<file path="src/rtl/uart_mem_pkg.sv">
`default_nettype none
// ============================================================================
// Module   : uart_mem_pkg
// Brief    : Shared response codes, command-byte layout and FSM state encoding
//            for the UART-to-block-RAM bridge.
// Revision : 1.0 - initial release
// ============================================================================
package uart_mem_pkg;

    // Response bytes returned over the UART
    localparam logic [7:0] c_ACK = 8'hAA;
    localparam logic [7:0] c_ERR = 8'hEE;

    // Command byte layout: [7] write/read, [6:4] reserved (must be 0), [3:0] address
    localparam int c_CMD_WR_BIT   = 7;
    localparam int c_CMD_RSV_HI   = 6;
    localparam int c_CMD_RSV_LO   = 4;
    localparam int c_CMD_ADDR_HI  = 3;
    localparam int c_CMD_ADDR_LO  = 0;

    // Bridge FSM state encoding
    typedef enum logic [2:0] {
        IDLE      = 3'd0,
        GET_DATA  = 3'd1,
        WRITE     = 3'd2,
        READ_WAIT = 3'd3,
        SEND      = 3'd4
    } state_t;

    // A command is well-formed only when its reserved field is all zeros
    function automatic logic cmdRsvClear(input logic [7:0] cmd);
        return (cmd[c_CMD_RSV_HI:c_CMD_RSV_LO] == 3'b000);
    endfunction

endpackage
`default_nettype wire

</file>
<file path="src/rtl/cycle_timer.sv">
`default_nettype none
// ============================================================================
// Module   : cycle_timer
// Brief    : One-shot cycle counter. A start pulse (re)arms it; expire pulses
//            for one cycle once COUNT cycles have elapsed since the start.
// Revision : 1.0 - initial release
// ============================================================================
module cycle_timer #(
    parameter int COUNT = 27000000
) (
    input  logic clk,
    input  logic reset,
    input  logic start,
    output logic expire
);

    localparam int c_CNT_W = $clog2(COUNT + 1);
    localparam logic [c_CNT_W-1:0] c_LAST = c_CNT_W'(COUNT - 1);

    logic [c_CNT_W-1:0] r_count;
    logic               r_run;

    // Expire is asserted during the COUNT-th cycle after the start edge
    assign expire = r_run && (r_count == c_LAST);

    // Count while armed; start always wins so a re-arm restarts cleanly
    always_ff @(posedge clk) begin
        if (reset) begin
            r_count <= '0;
            r_run   <= 1'b0;
        end else if (start) begin
            r_count <= '0;
            r_run   <= 1'b1;
        end else if (r_run) begin
            if (expire) begin
                r_count <= '0;
                r_run   <= 1'b0;
            end else begin
                r_count <= r_count + 1'b1;
            end
        end
    end

endmodule
`default_nettype wire

</file>
<file path="src/rtl/uart_mem_bridge.sv">
`default_nettype none
// ============================================================================
// Module   : uart_mem_bridge
// Brief    : Decodes single-byte UART commands into block-RAM reads/writes and
//            returns one response byte (ACK, ERR or read data) per command.
// Revision : 1.0 - initial release
// ============================================================================
module uart_mem_bridge
    import uart_mem_pkg::*;
#(
    parameter int ADDR_W         = 4,
    parameter int DATA_W         = 8,
    parameter int READ_LATENCY   = 2,
    parameter int TIMEOUT_CYCLES = 27000000
) (
    input  logic              clk,
    input  logic              reset,
    input  logic [7:0]        rx_data,
    input  logic              rx_valid,
    input  logic              tx_ready,
    output logic [7:0]        tx_data,
    output logic              tx_start,
    output logic              mem_ce,
    output logic              mem_oce,
    output logic              mem_wre,
    output logic [ADDR_W-1:0] mem_ad,
    output logic [DATA_W-1:0] mem_din,
    input  logic [DATA_W-1:0] mem_dout,
    output logic              err_overrun,
    output logic              err_timeout
);

    localparam int c_LAT_W = $clog2(READ_LATENCY + 2);
    localparam logic [c_LAT_W-1:0] c_LAT_LAST = c_LAT_W'(READ_LATENCY);

    state_t             r_state;
    logic [c_LAT_W-1:0] r_latCnt;
    logic               w_timerStart;
    logic               w_timerExpire;
    logic               w_busy;

    // The RAM is always clocked and its output register always enabled
    assign mem_ce  = 1'b1;
    assign mem_oce = 1'b1;

    // Arm the data-byte timeout on the same edge that enters GET_DATA
    assign w_timerStart = (r_state == IDLE) && rx_valid && cmdRsvClear(rx_data)
                          && rx_data[c_CMD_WR_BIT];

    // States in which an incoming byte cannot be consumed
    assign w_busy = (r_state == WRITE) || (r_state == READ_WAIT) || (r_state == SEND);

    cycle_timer #(
        .COUNT  (TIMEOUT_CYCLES)
    ) u_dataTimer (
        .clk    (clk),
        .reset  (reset),
        .start  (w_timerStart),
        .expire (w_timerExpire)
    );

    // Command FSM with all outputs registered
    always_ff @(posedge clk) begin
        if (reset) begin
            r_state     <= IDLE;
            r_latCnt    <= '0;
            tx_data     <= 8'h00;
            tx_start    <= 1'b0;
            mem_wre     <= 1'b0;
            mem_ad      <= '0;
            mem_din     <= '0;
            err_overrun <= 1'b0;
            err_timeout <= 1'b0;
        end else begin
            tx_start <= 1'b0;
            mem_wre  <= 1'b0;

            case (r_state)
                IDLE: begin
                    if (rx_valid) begin
                        if (!cmdRsvClear(rx_data)) begin
                            tx_data <= c_ERR;
                            r_state <= SEND;
                        end else begin
                            mem_ad <= ADDR_W'(rx_data[c_CMD_ADDR_HI:c_CMD_ADDR_LO]);
                            if (rx_data[c_CMD_WR_BIT]) begin
                                r_state <= GET_DATA;
                            end else begin
                                r_latCnt <= '0;
                                r_state  <= READ_WAIT;
                            end
                        end
                    end
                end

                GET_DATA: begin
                    // A byte landing on the expiry cycle still counts as on time
                    if (rx_valid) begin
                        mem_din <= DATA_W'(rx_data);
                        mem_wre <= 1'b1;
                        r_state <= WRITE;
                    end else if (w_timerExpire) begin
                        err_timeout <= 1'b1;
                        r_state     <= IDLE;
                    end
                end

                WRITE: begin
                    tx_data <= c_ACK;
                    r_state <= SEND;
                end

                READ_WAIT: begin
                    // mem_ad settled on entry; data is valid after READ_LATENCY cycles
                    if (r_latCnt == c_LAT_LAST) begin
                        tx_data <= 8'(mem_dout);
                        r_state <= SEND;
                    end else begin
                        r_latCnt <= r_latCnt + 1'b1;
                    end
                end

                SEND: begin
                    if (tx_ready) begin
                        tx_start <= 1'b1;
                        r_state  <= IDLE;
                    end
                end

                default: r_state <= IDLE;
            endcase

            if (rx_valid && w_busy) begin
                err_overrun <= 1'b1;
            end
        end
    end

endmodule
`default_nettype wire

</file>
<file path="config.mk">
export PLATFORM = sky130hd
export DESIGN_NAME = uart_mem_bridge
export DESIGN_NICKNAME = d
export VERILOG_FILES = /design/src/rtl/uart_mem_pkg.sv /design/src/rtl/cycle_timer.sv /design/src/rtl/uart_mem_bridge.sv
export SDC_FILE = /design/constraint.sdc
export NUM_CORES = 1
export LEC_CHECK = 0
export ABC_AREA = 1
export CAP_MARGIN = 15
export CELL_PAD_IN_SITES_DETAIL_PLACEMENT = 0
export CELL_PAD_IN_SITES_GLOBAL_PLACEMENT = 2
export CORE_AREA = 2 2 87 106
export DETAILED_ROUTE_END_ITERATION = 8
export DIE_AREA = 0 0 89 108
export PLACE_DENSITY = 0.83
export SLEW_MARGIN = 20
export SYNTH_ARGS = -nofsm -noshare
export SYNTH_HDL_FRONTEND = slang
export SYNTH_SLANG_ARGS = --single-unit
</file>
<file path="constraint.sdc">
create_clock -name clk -period 2.19 [get_ports clk]
set_input_delay 0.5475 -clock clk [delete_from_list [all_inputs] [get_ports clk]]
set_output_delay 0.5475 -clock clk [all_outputs]
set_load 0.005 [all_outputs]
</file>
==> impl_metrics.yaml, run 1 <==
outcome:
  outcome: "finished, final reports clean"
yosys:
  yosysTopAreaCell: "dfxtp_1"
  ys_warn_count: 0
  synth_area_per_cell_um2: 7.27
  syn_inst: 372
  netlist-cell-type-count: 37
  synthArstFlopShare_pct: 0
  synthesis.area_mm2: 0.00270
  yosys_most_used_dff: "dfxtp_1"
  synth_area_leaders: "dfxtp_1, nor2_1, nand2_1"
  yosysSeqAreaShare_pct: 40.7
  synth.most_common_cell: "nor2_1"
  synthTopCellsByCount: "nor2_1, nand2_1, dfxtp_1"
  netlist.area_leader.share_pct: 40.7
  synth-seq-cells: 55
  synth_edf_count: 0
clock_network:
  cts_resized: 0
  clk_latency_ps: 320
  postCtsSetupBuffers: 0
  cts_tree: "yes"
  cts_hold_buf: 0
  clk_pin_slew_ps: 100
  h-tree-depth: 2
  cts_inserted_buffers: 5
  root_buffer: "clkbuf_8"
  cts_buffer_depth: 2
  clock_sinks: 55
grt:
  grt_antenna_before_repair: 0
  grt-ovfl-total: 0
  track_usage_pct: 14.6
  grt_pass1_vias: 2466
  grt_pass1_wl_um: 11200
  grt_max_degree: 18
worst_setup_path:
  critPathTopFamily: "simple AND/OR/NAND/NOR gates"
  cp_num_buf_inv: 2
  cpPeakStageDelay_ps: 420
  cp_data_required_time_ps: 2390
  path_cells: "clkdlybuf4s50_1, nor3_1, nand2_2, nor2_4, a21oi_4, nand2_2, buf_4, nor3_1"
  slowest_stage: "clkdlybuf4s50_1"
  critPathKind: "input port to flip-flop"
  cp-end-kind: "flip-flop"
  critical_path.startpoint_type: "input port"
  arrival_ps: 1990
  critPathMaxFanout: 7
floorplanning:
  io_pins: 46
  start_util_pct: 31.7
  rows: 37
  die_w_um: 89
  coreArea_mm2: 0.00852
  dieArea_mm2: 0.00961
  die_h_um: 108
pwr:
  worst_ir_drop_vdd_v: 0.000322
  leakage_nw: 1.39
  powerDensity_mw_per_mm2: 763
final_layout:
  postLayoutCellArea_mm2: 0.00342
  drive_gt1_share_pct: 12.1
  diodes: 0
  syn_to_final_growth_pct: 26.5
  fin_nets: 444
  finalNonFillerCells: 540
drt:
  drc_errors: 0
  vias_per_cell: 4.56
  wl_um: 6450
  ant_nets: 0
  via_count: 2465
  wl_per_cell_um: 11.9
  drt_iter0_drc: 66
  firstDrtPassIters: 4
sta:
  fin_worst_skew_ps: 9.15
  fin_setup_tns_ps: 0
  max_freq_mhz: 558
  period_needed_ps: 1790
  report.final.slew_viol_count: 0
  setup_violations: 0
  rsz0062_at_grt: "no"
  min_period_over_period_pct: 81.9
  hold_viol: 0
placement:
  gp_congestion: 0.740
  io_buffers: 43
  placed_area_mm2: 0.00328
  hpwl_um: 4920
  dp_cells: 532
run:
  cap_violations: 0
worst_hold_path:
  hold_class: "flip-flop to flip-flop"
layout make-up:
cell class,count,area [um2]
fillers,951,5100
flip-flops and latches,55,1100
inverters,41,156
repair buffers,49,475
multi-input cells,270,1410
clock inverters,3,67.6
clock buffers,5,68.8
well taps,117,146
worst paths after layout:
kind / from / end / slack, ps / cells past startpoint
setup / recovery: rx_data[5] / u_dataTimer.r_count[3]$_SDFFE_PP0P_ / 400 / 8
hold / removal: err_overrun$_SDFFE_PP0P_ / err_overrun$_SDFFE_PP0P_ / 460 / 2
setup reg to reg: u_dataTimer.r_count[10]$_SDFFE_PP0P_ / u_dataTimer.r_count[23]$_SDFFE_PP0P_ / 540 / 7
hold reg to reg: err_overrun$_SDFFE_PP0P_ / err_overrun$_SDFFE_PP0P_ / 460 / 2
through the flow:
step / util, % / power (mW) / hold WS, ps / worst slack (ps)
final: 40.2 / 2.61 / 459 / 397
after global routing: 40.2 / 2.78 / 486 / 249
after CTS: 40.2 / 2.66 / 463 / 409
after detailed placement: 38.6 / 1.84 / 444 / 62.8
after global placement: 38.6 / 1.83 / 445 / 94.9
after floorplan: - / 1.55 / 447 / 607
state kept, by name, indices dropped and copies added (netlist names):
signal,count
tx_data,8
r_state,3
err_overrun,1
err_timeout,1
u_dataTimer.r_run,1
u_dataTimer.r_count,25
mem_ad,4
r_latCnt,2
tx_start,1
mem_din,8
mem_wre,1
placed cells by master (no fill, tap or decap), drive strengths merged:
cell            n
nor3           18
inv            40
or2             2
nand3          17
nand3b          3
bufinv          2
nand4           8
clkinv          1
xor2            5
nor3b           1
a31oi           2
o211ai          4
conb            2
o21ai          19
buf             6
xnor2           2
nor4            1
clkbuf          5
a21oi          23
clkdlybuf4s50  43
ha              2
dfxtp          55
nand2          80
clkinvlp        1
nor2           81
metal layers:
metal  GRT usage, %  up-vias  wire, um
met2           25.1       38      3150
met1           18.2     1131      2980
met3           2.98       10       202
li1               -     1286         -
met5              0        -         0
met4           4.58        0       112
tightest hold or removal path, cell delays in order (launching register included):
cell and delay [ps]:
dfxtp_1 320, inv_1 50, a21oi_1 50
power breakdown:
group,internal (mW),switching [mW]
Clock,0.456,0.356
Combinational,0.302,0.346
Sequential,1.10,0.0513
Total,1.86,0.753
cells by family after synthesis:
group | synth area share, %
compound gates | 10.2
xor+xnor | 2.27
fa+ha+maj | 0.925
buf+inv | 7.45
flops | 40.7
other cells | 0.139
simple gates | 38.3
(Power assumes the default switching activity.)
==> inputs of run 2 (changes only) <==
CORE_AREA = 2 2 95 115   (was 2 2 87 106)
DIE_AREA = 0 0 97 117   (was 0 0 89 108)
PLACE_DENSITY = 0.75   (was 0.83)
clock period = 1.49 ns   (was 2.19 ns; I/O delays follow)
==> impl_metrics.yaml, run 2 (same netlist as run 1, synthesis figures left out) <==
pwr:
  swShare_pct: 29.7
  p_int_mw: 2.85
  powerDensity_mw_per_mm2: 1020
  power_switching_mw: 1.20
  p_total_mw: 4.05
  p_clk_share_pct: 34.2
  seqPwrFrac_pct: 41.8
  pwr-share-comb_pct: 24.0
  leakage_nw: 1.80
  worst_ir_drop_vdd_v: 0.000577
sta:
  rsz0062_at_grt: "yes"
  min_period_over_period_pct: 100
  fin_worst_skew_ps: 5.43
  setup_violations: 1
  max_freq_mhz: 668
  period_needed_ps: 1500
  setup_ws_ps: -6.23
  report.final.slew_viol_count: 0
  hold_viol: 0
final_layout:
  seq_area_mm2: 0.00112
  fin_nets: 489
  syn_to_final_growth_pct: 47.0
  postLayoutCellArea_mm2: 0.00398
  fillers: 1076
  final_common_cell: "nand2_1"
  reg_top3: "u_dataTimer.r_count (25), mem_din (8), tx_data (8)"
  diodes: 0
  largest_register_ffs: 25
  final_cell_mix: "nand2_1, nor2_1, dfxtp_1"
  largest-register: "u_dataTimer.r_count"
  multi_input_area_mm2: 0.00157
  drive_gt1_share_pct: 27.6
drt:
  wl_um: 7260
  via_count: 2609
  drt_iter0_drc: 75
  drc_errors: 0
  wl_per_cell_um: 12.2
  vias_per_cell: 4.37
  firstDrtPassIters: 4
  ant_nets: 0
worst_hold_path:
  hold_depth: 2
  hp-start: "err_overrun$_SDFFE_PP0P_"
  worstHoldEndpoint: "err_overrun$_SDFFE_PP0P_"
  hold_class: "flip-flop to flip-flop"
outcome:
  outcome: "complete, but fails checks"
  violations: "negative setup slack"
floorplanning:
  rows: 41
  die_h_um: 117
  start_util_pct: 26.2
  die_w_um: 97
  dieArea_mm2: 0.0113
  coreArea_mm2: 0.0103
  io_pins: 46
run:
  cap_violations: 0
grt:
  grt_antenna_before_repair: 0
  grt_pass1_wl_um: 12100
  grt-ovfl-total: 0
  track_usage_pct: 13.1
  grt_pass1_vias: 2580
  grt_max_degree: 19
worst_setup_path:
  critical_path.startpoint_type: "flip-flop"
  r2r_end: "u_dataTimer.r_count[22]$_SDFFE_PP0P_"
  rrSetupSlack_ps: -6
  path_common_cell: "nand2_4"
  r2r_cells: 9
  r2r-start: "u_dataTimer.r_count[1]$_SDFFE_PP0P_"
  cp_data_required_time_ps: 1690
  cpPeakStageDelay_ps: 370
  slowest_stage: "dfxtp_4"
  path_cells: "ha_4, nand2_4, nor2_4, nand2_4, nor2_8, nand3b_4, or2_4, nor2_2, nor2_1"
  arrival_ps: 1690
  critPathMaxFanout: 3
  cp-end-kind: "flip-flop"
  critPathKind: "flip-flop to flip-flop"
placement:
  io_buffers: 43
  placed_area_mm2: 0.00357
  hpwl_um: 5490
  gp_congestion: 0.745
clock_network:
  clk_latency_ps: 300
  cts_tree: "yes"
  clock_sinks: 55
  cts_buffer_depth: 2
  h-tree-depth: 2
  root_buffer: "clkbuf_16"
  cts_inserted_buffers: 5
  clk_pin_slew_ps: 80
run 2: changes by cell type in the layout (fill, tap and decap cells not counted), moves of 8 or more:
cell and change:
clkdlybuf4s50_1 -27, dfxtp_1 -8, nor2_1 -9, dlygate4sd2_1 +26, buf_4 +39
run 2: power by group through the flow:
stage               combinational (mW)  sequential [mW]  clock (mW)
floorplan                        0.557             1.73           0
global placement                 0.996             1.72           0
detailed placement                1.01             1.72           0
CTS                              0.974             1.69        1.43
global route                      1.10             1.71        1.47
finish                           0.973             1.69        1.39
run 2: worst max-delay path: cells and delay by family (launching register included):
family,cells,cell delay [ps]
fa+ha+maj,1,140
flops,1,370
simple gates,8,890
run 2: layout make-up:
class	instances	share of cell area (%)
sequential	55	28.1
timing repair buffer	93	20.0
multi-input combinational	271	39.5
inverter	41	4.06
clock buffer	5	3.15
clock inverter	3	1.20
tap	129	4.06
run 2: metal layers:
| layer | GRT usage, % | up-vias | routed length (um) |
|---|---|---|---|
| li1 | - | 1377 | - |
| met1 | 15.0 | 1182 | 3160 |
| met2 | 24.4 | 39 | 3720 |
| met3 | 2.67 | 11 | 224 |
| met4 | 4.88 | 0 | 155 |
| met5 | 0 | - | 0 |
run 2: how the worst max path moves through the flow:
stage	start	endpoint	slack [ps]	cells after the start
floorplan	u_dataTimer.r_count[0]$_SDFFE_PP0P_	u_dataTimer.r_count[22]$_SDFFE_PP0P_	20	9
global placement	rx_data[5]	tx_data[3]$_SDFFE_PP0P_	-370	9
detailed placement	rx_data[5]	tx_data[7]$_SDFFE_PP0P_	-400	9
CTS	u_dataTimer.r_count[0]$_SDFFE_PP0P_	u_dataTimer.r_count[22]$_SDFFE_PP0P_	-3	9
global route	u_dataTimer.r_count[0]$_SDFFE_PP0P_	u_dataTimer.r_count[17]$_SDFFE_PP0P_	-100	8
finish	u_dataTimer.r_count[1]$_SDFFE_PP0P_	u_dataTimer.r_count[22]$_SDFFE_PP0P_	-6	9
run 2: stage by stage:
step                setup TNS (ps)  instances  worst slack (ps)  hold WS (ps)  util (%)
floorplan                        0        373              24.2           447         -
global placement            -15040        580              -371           447      34.6
detailed placement          -16210        580              -403           449      34.6
CTS                          -3.20        591             -3.20           453      36.8
global route                  -637        597              -103           469      38.6
finish                       -6.23        597             -6.23           449      38.6
run 2: timing repair:
item / in CTS / in global routing
setup buffers: 1 / 6
setup endpoints to repair: 59 / 38
gates cloned: 2 / 0
hold buffers: 0 / 0
pin swaps: 6 / 9
resized for setup: 48 / 36
